--- src/rtl/ps2_host_tx.sv ---
// ----------------------------------------------------------------------------
// ps2_host_tx
//   PS/2 host-to-device transmitter. Sends one command byte to the keyboard
//   using the inhibit / request-to-send / device-clocked sequence and reports
//   the device acknowledge. Pins are open-drain: *_oe=1 pulls the line low.
//
// Ports
//   clk         system clock (CLKFREQ Hz)
//   rst         synchronous active-high reset
//   ps2clk_in   PS/2 clock pin level (asynchronous)
//   ps2data_in  PS/2 data pin level (asynchronous)
//   ps2clk_oe   1 pulls PS/2 clock low
//   ps2data_oe  1 pulls PS/2 data low
//   data        byte to send, captured when start is accepted
//   start       one-cycle request
//   busy        transfer in progress
//   done        one-cycle pulse, device acknowledged
//   error       one-cycle pulse, no acknowledge or timeout
// ----------------------------------------------------------------------------
module ps2_host_tx #(
    parameter int CLKFREQ    = 25000000,
    parameter int INHIBIT_US = 100,
    parameter int TIMEOUT_MS = 20
) (
    input  logic       clk,
    input  logic       rst,
    input  logic       ps2clk_in,
    input  logic       ps2data_in,
    output logic       ps2clk_oe,
    output logic       ps2data_oe,
    input  logic [7:0] data,
    input  logic       start,
    output logic       busy,
    output logic       done,
    output logic       error
);

    localparam int INHIBIT_CYCLES = CLKFREQ / 1000000 * INHIBIT_US;
    localparam int TIMEOUT_CYCLES = CLKFREQ / 1000 * TIMEOUT_MS;
    localparam int ICW = (INHIBIT_CYCLES > 1) ? $clog2(INHIBIT_CYCLES) : 1;
    localparam int TCW = (TIMEOUT_CYCLES > 1) ? $clog2(TIMEOUT_CYCLES) : 1;
    localparam logic [ICW-1:0] IC_LAST = ICW'(INHIBIT_CYCLES - 1);
    localparam logic [ICW-1:0] IC_PRE  = ICW'(INHIBIT_CYCLES - 2);
    localparam logic [TCW-1:0] TO_LAST = TCW'(TIMEOUT_CYCLES - 1);

    typedef enum logic [2:0] {
        S_IDLE,
        S_INHIBIT,
        S_RTS,
        S_BITS,
        S_ACK,
        S_WAITIDLE
    } state_t;

    // ------------------------------------------------------------------
    // Input conditioning: index 0 = clock pin, index 1 = data pin.
    // The filter output moves only when the current synchronized sample and
    // the three before it all agree, so pulses shorter than 4 cycles vanish.
    // ------------------------------------------------------------------
    logic [1:0]      w_pin;
    logic [1:0]      r_sync0, r_sync1;
    logic [1:0][2:0] r_hist;
    logic [1:0]      r_filt;
    logic            r_clk_filt_d;
    logic            w_clk_fall;

    assign w_pin = {ps2data_in, ps2clk_in};

    always_ff @(posedge clk) begin
        if (rst) begin
            r_sync0      <= '1;
            r_sync1      <= '1;
            r_hist       <= '1;
            r_filt       <= '1;
            r_clk_filt_d <= 1'b1;
        end else begin
            r_sync0 <= w_pin;
            r_sync1 <= r_sync0;
            for (int i = 0; i < 2; i++) begin
                r_hist[i] <= {r_hist[i][1:0], r_sync1[i]};
                if (r_hist[i] == {3{r_sync1[i]}})
                    r_filt[i] <= r_sync1[i];
            end
            r_clk_filt_d <= r_filt[0];
        end
    end

    assign w_clk_fall = r_clk_filt_d & ~r_filt[0];

    // ------------------------------------------------------------------
    // FSM
    // ------------------------------------------------------------------
    state_t          r_state, w_state;
    logic [ICW-1:0]  r_icnt, w_icnt;
    logic [TCW-1:0]  r_tmo, w_tmo;
    logic [9:0]      r_shift, w_shift;
    logic [3:0]      r_bitcnt, w_bitcnt;
    logic            r_data_oe, w_data_oe;
    logic            r_nack, w_nack;
    logic            r_done, w_done;
    logic            r_error, w_error;
    logic            w_busy;
    logic            w_timed;

    // busy also covers the done/error pulse cycle, so a start coinciding
    // with the pulse is ignored.
    assign w_busy  = (r_state != S_IDLE) | r_done | r_error;
    // Timeout window runs from clock release to the end of the transfer.
    assign w_timed = (r_state == S_RTS) || (r_state == S_BITS) ||
                     (r_state == S_ACK) || (r_state == S_WAITIDLE);

    always_ff @(posedge clk) begin
        if (rst) begin
            r_state   <= S_IDLE;
            r_icnt    <= '0;
            r_tmo     <= '0;
            r_shift   <= '1;
            r_bitcnt  <= '0;
            r_data_oe <= 1'b0;
            r_nack    <= 1'b0;
            r_done    <= 1'b0;
            r_error   <= 1'b0;
        end else begin
            r_state   <= w_state;
            r_icnt    <= w_icnt;
            r_tmo     <= w_tmo;
            r_shift   <= w_shift;
            r_bitcnt  <= w_bitcnt;
            r_data_oe <= w_data_oe;
            r_nack    <= w_nack;
            r_done    <= w_done;
            r_error   <= w_error;
        end
    end

    always_comb begin
        w_state   = r_state;
        w_icnt    = r_icnt;
        w_tmo     = w_timed ? TCW'(r_tmo + 1'b1) : '0;
        w_shift   = r_shift;
        w_bitcnt  = r_bitcnt;
        w_data_oe = r_data_oe;
        w_nack    = r_nack;
        w_done    = 1'b0;
        w_error   = 1'b0;

        case (r_state)
            S_IDLE: begin
                w_data_oe = 1'b0;
                if (start && !w_busy) begin
                    // stop, odd parity, data LSB first out of bit 0
                    w_shift  = {1'b1, ~^data, data};
                    w_icnt   = '0;
                    w_bitcnt = '0;
                    w_state  = S_INHIBIT;
                end
            end
            S_INHIBIT: begin
                w_icnt = ICW'(r_icnt + 1'b1);
                // Start bit goes low on the last inhibit cycle so data is
                // already low when the clock is released.
                if (r_icnt == IC_PRE)
                    w_data_oe = 1'b1;
                if (r_icnt == IC_LAST)
                    w_state = S_RTS;
            end
            S_RTS: begin
                w_state = S_BITS;
            end
            S_BITS: begin
                if (w_clk_fall) begin
                    w_data_oe = ~r_shift[0];
                    w_shift   = {1'b1, r_shift[9:1]};
                    w_bitcnt  = r_bitcnt + 4'd1;
                    // 10th edge presents the stop bit (line released)
                    if (r_bitcnt == 4'd9)
                        w_state = S_ACK;
                end
            end
            S_ACK: begin
                if (w_clk_fall) begin
                    w_nack  = r_filt[1];
                    w_state = S_WAITIDLE;
                end
            end
            S_WAITIDLE: begin
                if (r_filt[0] && r_filt[1]) begin
                    w_done  = ~r_nack;
                    w_error = r_nack;
                    w_state = S_IDLE;
                end
            end
            default: begin
                w_data_oe = 1'b0;
                w_state   = S_IDLE;
            end
        endcase

        if (w_timed && (r_tmo == TO_LAST)) begin
            w_data_oe = 1'b0;
            w_done    = 1'b0;
            w_error   = 1'b1;
            w_state   = S_IDLE;
        end
    end

    assign ps2clk_oe  = (r_state == S_INHIBIT);
    assign ps2data_oe = r_data_oe;
    assign busy       = w_busy;
    assign done       = r_done;
    assign error      = r_error;

endmodule

--- config.mk ---
export PLATFORM = sky130hd
export DESIGN_NAME = ps2_host_tx
export DESIGN_NICKNAME = d
export VERILOG_FILES = /design/src/rtl/ps2_host_tx.sv
export SDC_FILE = /design/constraint.sdc
export NUM_CORES = 1
export LEC_CHECK = 0
export ABC_AREA = 0
export CORE_ASPECT_RATIO = 1.5
export CORE_UTILIZATION = 63
export DETAILED_ROUTE_END_ITERATION = 10
export PLACE_DENSITY_LB_ADDON = 0.3
export SLEW_MARGIN = 15
export SYNTH_ARGS = -nofsm -noshare
export SYNTH_HDL_FRONTEND = slang
export SYNTH_SLANG_ARGS = --single-unit
--- constraint.sdc ---
create_clock -name clk -period 4.9 [get_ports clk]
set_clock_uncertainty 0.1 [all_clocks]
set_input_delay 0.735 -clock clk [delete_from_list [all_inputs] [get_ports clk]]
set_output_delay 0.735 -clock clk [all_outputs]
set_load 0.01 [all_outputs]
==> results of run 1 <==
==> metal layers <==
| metal | vias up | part of all wire [%] | wire length, µm | track usage (%) |
|---|---|---|---|---|
| met5 | - | 0 | 0 | 0 |
| met4 | 0 | 4.9 | 346 | 24.89 |
| met3 | 26 | 3.9 | 271 | 7.090 |
| met2 | 82 | 52 | 3687 | 52.89 |
| met1 | 1282 | 39 | 2720 | 31.14 |
| li1 | 1305 | - | - | - |
==> layout by cell type, fill, tap and decap left out, types with 4 or more instances in the layout <==
cell / instances
sky130_fd_sc_hd__and4_1: 4
sky130_fd_sc_hd__or3_1: 11
sky130_fd_sc_hd__o21ai_0: 20
sky130_fd_sc_hd__nand3_1: 18
sky130_fd_sc_hd__dfxtp_1: 64
sky130_fd_sc_hd__inv_1: 8
sky130_fd_sc_hd__a31oi_1: 7
sky130_fd_sc_hd__nor2_1: 28
sky130_fd_sc_hd__nand3b_1: 4
sky130_fd_sc_hd__nand2_1: 16
sky130_fd_sc_hd__nor3_1: 15
sky130_fd_sc_hd__or2_2: 12
sky130_fd_sc_hd__xor2_1: 9
sky130_fd_sc_hd__clkbuf_8: 11
sky130_fd_sc_hd__a21oi_1: 21
sky130_fd_sc_hd__nand4_1: 8
sky130_fd_sc_hd__a221oi_1: 8
sky130_fd_sc_hd__and2_1: 9
sky130_fd_sc_hd__clkdlybuf4s50_1: 17
sky130_fd_sc_hd__nor4_1: 5
sky130_fd_sc_hd__ha_1: 5
sky130_fd_sc_hd__xnor2_1: 14
sky130_fd_sc_hd__and3_1: 5
==> stage by stage <==
step | util [%] | power (mW) | hold WS [ns] | instance area [µm²] | setup slack [ns]
after global routing | 75.53 | 1.142 | 0.3262 | 3487 | 1.923
final | 75.53 | 1.108 | 0.3137 | 3487 | 1.996
after global placement | 70.76 | 0.6122 | 0.2935 | 3267 | 2.037
after detailed placement | 70.76 | 0.6139 | 0.2964 | 3267 | 2.017
after CTS | 75.53 | 1.111 | 0.3115 | 3487 | 1.987
after floorplan | - | 0.5894 | 0.2895 | 3083 | 2.916
==> flip-flops by register name, indices dropped and copies added, names as in the netlist <==
name / flops
r_filt: 2
r_hist: 6
r_shift: 9
r_state: 3
r_bitcnt: 4
r_nack: 1
done: 1
ps2data_oe: 1
r_clk_filt_d: 1
r_sync0: 2
r_tmo: 19
r_sync1: 2
error: 1
r_icnt: 12
==> power by group <==
group          switching (mW)  leakage (nW)  internal, mW  total, mW
logic                  0.0358         0.546        0.0314     0.0672
registers             0.00655         0.519         0.530      0.536
clock network           0.194         0.112         0.311      0.505
==> cell usage after synthesis (3+ instances only) <==
library cell	count	area share [%]
sky130_fd_sc_hd__ha_1	5	2.0
sky130_fd_sc_hd__nor4_1	5	1.0
sky130_fd_sc_hd__nor2b_1	3	0.61
sky130_fd_sc_hd__nor3_1	15	2.4
sky130_fd_sc_hd__clkbuf_1	7	0.85
sky130_fd_sc_hd__dfxtp_1	64	42
sky130_fd_sc_hd__xnor2_1	14	4.0
sky130_fd_sc_hd__nand3_1	18	2.9
sky130_fd_sc_hd__or3_1	11	2.2
sky130_fd_sc_hd__a31oi_1	7	1.4
sky130_fd_sc_hd__and4_1	4	1.1
sky130_fd_sc_hd__a221oi_1	8	2.3
sky130_fd_sc_hd__o21ai_0	20	3.2
sky130_fd_sc_hd__xor2_1	9	2.6
sky130_fd_sc_hd__nand4_1	8	1.6
sky130_fd_sc_hd__nand2_1	16	1.9
sky130_fd_sc_hd__or2_2	12	2.4
sky130_fd_sc_hd__and3_1	5	1.0
sky130_fd_sc_hd__nor2_1	28	3.4
sky130_fd_sc_hd__a21oi_1	21	3.4
sky130_fd_sc_hd__nand3b_1	4	0.97
sky130_fd_sc_hd__buf_2	7	1.1
sky130_fd_sc_hd__o211ai_1	3	0.73
sky130_fd_sc_hd__and2_1	9	1.8
sky130_fd_sc_hd__inv_1	8	0.97
==> cell type report <==
class,instances,area [µm²],area share [%]
Clock buffer,12,155.1,4.449
Clock inverter,3,65.06,1.866
Inverter,9,38.79,1.112
Multi-Input combinational cell,262,1689,48.44
Sequential cell,64,1281,36.74
Tap cell,64,80.08,2.296
Timing Repair Buffer,18,177.7,5.095
==> how the worst max path moves through the flow <==
stage | from | to | slack, ns | cells past startpoint
after CTS | r_state[0]$_SDFFE_PP0P_ | ps2clk_oe | 1.99 | 3
after floorplan | start | r_state[0]$_SDFFE_PP0P_ | 2.92 | 4
after global placement | rst | r_tmo[16]$_SDFF_PP0_ | 2.04 | 6
after detailed placement | rst | r_tmo[18]$_SDFF_PP0_ | 2.02 | 6
final | r_state[0]$_SDFFE_PP0P_ | ps2clk_oe | 2.00 | 3
after global routing | r_state[0]$_SDFFE_PP0P_ | ps2clk_oe | 1.92 | 3
==> cell families (layout without fill, tap and decap cells) <==
family	after synthesis	in the layout	share of synthesized area (%)
mux	1	1	0.3247
simple gates	158	158	29.87
buf+inv	25	42	3.653
xor+xnor	23	23	6.534
compound gates	75	75	16.03
fa+ha+maj	5	5	2.029
flops	64	64	41.56
==> results by group, run 1 <==
CTS
  • Root Buffer Master: sky130_fd_sc_hd__clkbuf_8
  • Number of gates resized after cts: 0
  • Clock network latency to the later pin of the worst-skew pair: approximately 0.34 ns
  • Clock input transition at the sequential cells of the worst setup and hold paths: ~0.07 ns
  • Cts bufs inserted: 9
  • Number of hold buffers added after cts: 0
  • Buffer count from post-CTS setup fixing: 0
  • Number of buffers on the longest clock path: 2
  • Clock tree from TritonCTS: built
  • CTS sink count: 64
  • H-tree levels: 3

Timing
  • Hold violation count in the final report: 0
  • Crit path time final: between 2 and 3 ns
  • Max-slew violation count: 0
  • Share of the cycle needed by the critical path after routing: between 50% and 60%
  • Achievable clock frequency: ~0.34 GHz
  • Slew at the pin closest to its max-slew limit: about 0.68 ns
  • Setup repair after global routing missed its margin: no
  • Remaining max-slew budget at the tightest pin: 54.30%
  • Total negative slack: 0 ns
  • Setup-failing EPs final: 0

Critical path
  • WP buf/inv: 2
  • Endpoint of the lowest-slack register-to-register path: r_shift[2]$_SDFFE_PP1P_
  • WS Path Type: register to output pin
  • Critical-path cell with the highest stage delay: sky130_fd_sc_hd__clkdlybuf4s50_1
  • Worst path top cell family by delay: buffers and inverters
  • Critical-path cell list: or3b_4 -> inv_6 -> clkdlybuf4s50_1
  • Arrival time of data at the critical path endpoint: about 2.1 ns
  • Highest cell delay on the worst timing path: roughly 0.54 ns
  • Cell count of the worst reg-to-reg path: 4
  • Startpoint kind of the worst setup timing path: register
  • Register-to-Register Setup Slack: approximately 2.8 ns
  • Crit path capture type: output pin
  • CP required: slightly above 4 ns
  • Worst R2R Start: r_state[1]$_SDFFE_PP0P_
  • Largest driver fanout on the critical path: 14

Placement
  • HPWL after detailed placement: about 4.8 mm
  • Instance count after placement with tap cells included: approximately 420
  • Port-buffer cells: 17
  • Final weighted congestion in routability-driven placement: roughly 0.85

Logic synthesis
  • Average instance area after synthesis: just under 9 µm²
  • Synth warn: 0
  • Yosys cell types: between 50 and 60
  • Share of the yosys chip area belonging to registers: between 40% and 50%
  • Yosys reg bits: between 60 and 70
  • Number of enable flip-flop cells after synthesis: 0
  • Net count after synthesis: roughly 370
  • Synth async-reset ratio: 0%
  • Main synth FF type: sky130_fd_sc_hd__dfxtp_1
  • Mapped Area: between 3000 and 4000 µm²
  • Synthesized netlist cell count: 351

Worst hold path
  • End point of the worst hold path: r_sync1[1]$_SDFF_PP1_
  • Worst hold path type: register to register
  • Start point of the worst min-delay path: r_sync0[1]$_SDFF_PP1_
  • Hold path cells: 1

Routing
  • Number of remaining DRC errors: 0
  • Via count normalized by instance count: between 6 and 7
  • Post-detailed-routing wire length: 7.025 mm
  • DR pass1 iterations: 5
  • Final ANT Viol Nets: 0
  • Final routed wire length divided by cell count: approximately 16 µm
  • Initial DRC Count: about 250
  • Overall via count from detail_route: ~2,700

Flow run
  • Number of maximum-capacitance violations: 0

GRT
  • Vias in the first global route: 2,758
  • Total gr overflow: 0
  • Wire length of the first global-routing pass: roughly 12 mm
  • Total global-route track usage: a little under a third
  • Initial antenna violation count: 0
  • Pin count of the biggest net entering global routing: 32

Die
  • Die Outline Area: about 5200 µm²
  • Core region area: roughly 4600 µm²
  • Horiz. Die Dim: around 60 µm
  • Cell Rows: 30
  • Number of ports placed on the die boundary: 18
  • Die outline height: ~88 µm
  • Initial standard-cell utilization of the core: about two thirds

Pwr
  • Power per unit of standard cell area: approximately 320 nW/µm²
  • P_leak: 1.178 nW
  • Worst IR drop on VDD: 0.1764 mV

Layout
  • Finished Layout Cells: ~430
  • Net total in the final layout: roughly 380
  • Layout overhead on the synthesized area: 13.11%
  • Fraction of layout instances using a drive strength above 1: 11.68%
  • Antenna cell count: 0
  • Filler cells: between 300 and 400

Outcome
  • Result of the run: finished, final reports clean
(Power assumes the default switching activity.)
==> inputs of run 2 (changes only) <==
CORE_UTILIZATION = 59   (was 63)
clock period = 2.9 ns   (was 4.9 ns; I/O delays follow)
==> run 2 against run 1 <==
Against the previous run: die area is 6.6% higher; critical path depth stayed put; cell area is 1.5% higher; first-iteration DRC count is 9.1% lower; worst hold slack worse by 0.0042 ns; setup slack worse by 1.7 ns; wire length is 6.3% lower; combinational power is 70% higher; core utilization is 3.6 points lower; sequential power is 69% higher; largest power group is now clock; flip-flop and latch count stayed put.
==> results by group, run 2 (synthesis results as in run 1) <==
Timing
  • Setup repair after global routing missed its margin: no
  • Achievable clock frequency: approximately 0.39 GHz
  • Slew at the pin closest to its max-slew limit: 0.6403 ns
  • Remaining max-slew budget at the tightest pin: roughly 57%
  • Crit path time final: roughly 2.6 ns
  • Setup-failing EPs final: 0
  • Max-slew violation count: 0
  • Hold violation count in the final report: 0
  • Worst hold slack: about 0.31 ns
  • Share of the cycle needed by the critical path after routing: around nine tenths
  • Total negative slack: 0 ns

Layout
  • Flip-flop count of the largest register, all copies and words added: 19
  • Fraction of layout instances using a drive strength above 1: 12.43%
  • Net total in the final layout: around 380
  • Final std cell area, no fill: 3541 µm²
  • Leading cell type in the layout, fill and taps excluded: sky130_fd_sc_hd__dfxtp_1
  • Biggest regs: r_tmo x19, r_icnt x12, r_shift x9
  • Most frequent cells in the layout: sky130_fd_sc_hd__dfxtp_1 (64), sky130_fd_sc_hd__nor2_1 (28), sky130_fd_sc_hd__a21oi_1 (21), sky130_fd_sc_hd__o21ai_0 (20), sky130_fd_sc_hd__nand3_1 (18)
  • Layout overhead on the synthesized area: 14.85%
  • Antenna cell count: 0
  • Register with the most flip-flops: r_tmo

Pwr
  • Power per unit of standard cell area: around 570 nW/µm²
  • Switching power as a share of total power: between 20% and 30%
  • Clock share of power: between 40% and 50%
  • Final Power: about 2.0 mW
  • Worst IR drop on VDD: approximately 0.34 mV
  • Combinational power share: 5.7%
  • Sequential cell fraction of total power: between 40% and 50%
  • Internal Power: 1.591 mW
  • Sw power: 0.4141 mW
  • P_leak: about 1.2 nW

Placement
  • Placed Instance Area: approximately 3300 µm²
  • Port-buffer cells: 17
  • HPWL after detailed placement: 4.322 mm
  • Final weighted congestion in routability-driven placement: 0.8520

Critical path
  • Crit path capture type: output pin
  • CP required: 2.37 ns
  • Crit. Startpoint: r_state[0]$_SDFFE_PP0P_
  • Cell count of the worst reg-to-reg path: 4
  • WS Path Type: register to output pin
  • Startpoint kind of the worst setup timing path: register
  • Register-to-Register Setup Slack: about 0.67 ns
  • Endpoint of the lowest-slack register-to-register path: r_shift[3]$_SDFFE_PP1P_
  • Arrival time of data at the critical path endpoint: approximately 2.0 ns
  • Largest driver fanout on the critical path: 14
  • Worst R2R Start: r_state[1]$_SDFFE_PP0P_

Flow run
  • Number of maximum-capacitance violations: 0

Routing
  • Final ANT Viol Nets: 0
  • Number of remaining DRC errors: 0
  • DR pass1 iterations: 4
  • Final routed wire length divided by cell count: ~15 µm
  • Overall via count from detail_route: between 2,000 and 3,000
  • Post-detailed-routing wire length: around 6.6 mm
  • Initial DRC Count: 230
  • Via count normalized by instance count: around 6.1

Worst hold path
  • End point of the worst hold path: r_sync1[1]$_SDFF_PP1_
  • Start point of the worst min-delay path: r_sync0[1]$_SDFF_PP1_
  • Hold path cells: 1
  • Worst hold path type: register to register

Die
  • Cell Rows: 31
  • Number of ports placed on the die boundary: 18
  • Initial standard-cell utilization of the core: between 60% and 70%
  • Core region area: ~4900 µm²
  • Horiz. Die Dim: between 60 and 70 µm
  • Die outline height: 90.53 µm
  • Die Outline Area: roughly 5500 µm²

CTS
  • Clock tree from TritonCTS: built
  • Root Buffer Master: sky130_fd_sc_hd__clkbuf_8
  • CTS sink count: 64
  • Number of buffers on the longest clock path: 2
  • Number of hold buffers added after cts: 0
  • H-tree levels: 3
  • Number of gates resized after cts: 0
  • Buffer count from post-CTS setup fixing: 0
  • Clock network latency to the later pin of the worst-skew pair: roughly 0.35 ns
  • Cts bufs inserted: 9
  • Clock input transition at the sequential cells of the worst setup and hold paths: around 0.070 ns

GRT
  • Initial antenna violation count: 0
  • Wire length of the first global-routing pass: approximately 11 mm
  • Vias in the first global route: around 2,500
  • Pin count of the biggest net entering global routing: 31
  • Total global-route track usage: between 20% and 30%
  • Total gr overflow: 0

Outcome
  • Result of the run: finished, final reports clean
[run 2: worst max path at each step]
stage | to | slack [ns]
finish | ps2clk_oe | 0.33
global route | ps2clk_oe | 0.27
CTS | ps2clk_oe | 0.35
detailed placement | r_state[0]$_SDFFE_PP0P_ | 0.58
global placement | r_state[0]$_SDFFE_PP0P_ | 0.62
floorplan | r_state[0]$_SDFFE_PP0P_ | 1.19
[run 2: worst max-delay path: stages, from the launching register on]
cell and delay [ns]:
sky130_fd_sc_hd__dfxtp_1 0.49, sky130_fd_sc_hd__or3b_4 0.52, sky130_fd_sc_hd__inv_6 0.13, sky130_fd_sc_hd__clkdlybuf4s50_1 0.54
[run 2: power groups by stage]
stage                     registers (mW)  clock network [mW]  logic (mW)
final                              0.905               0.986       0.114
after CTS                          0.905               0.989       0.114
after floorplan                    0.921                   0      0.0753
after global routing               0.906                1.03       0.125
after detailed placement           0.925                   0       0.113
after global placement             0.924                   0       0.111
[run 2: per-layer routing]
metal  global-route usage, %  part of all wire [%]  routed length [µm]  vias to the layer above
li1                        -                     -                   -                     1311
met1                   27.95                    41                2700                     1257
met2                   44.84                    53                3483                       56
met3                   4.155                   2.7                 178                       21
met4                   14.77                   3.4                 221                        0
met5                       0                     0                   0                        -
[run 2: layout make-up]
class / count / area, µm²
clock buffer: 12 / 165.2
clock inverter: 4 / 98.84
fill: 398 / 1385
inverter: 9 / 38.79
multi-input combinational: 262 / 1689
sequential: 64 / 1281
tap: 66 / 82.58
timing repair buffer: 19 / 185.2
[run 2: stage by stage]
| stage | utilization, % | std cells | setup slack (ns) |
|---|---|---|---|
| 6_report | 71.88 | 436 | 0.3344 |
| 5_1_grt | 71.88 | 436 | 0.2687 |
| 4_1_cts | 71.88 | 436 | 0.3488 |
| 3_5_place_dp | 66.52 | 420 | 0.5770 |
| 3_3_place_gp | 66.52 | 420 | 0.6197 |
| 2_1_floorplan | - | 351 | 1.188 |
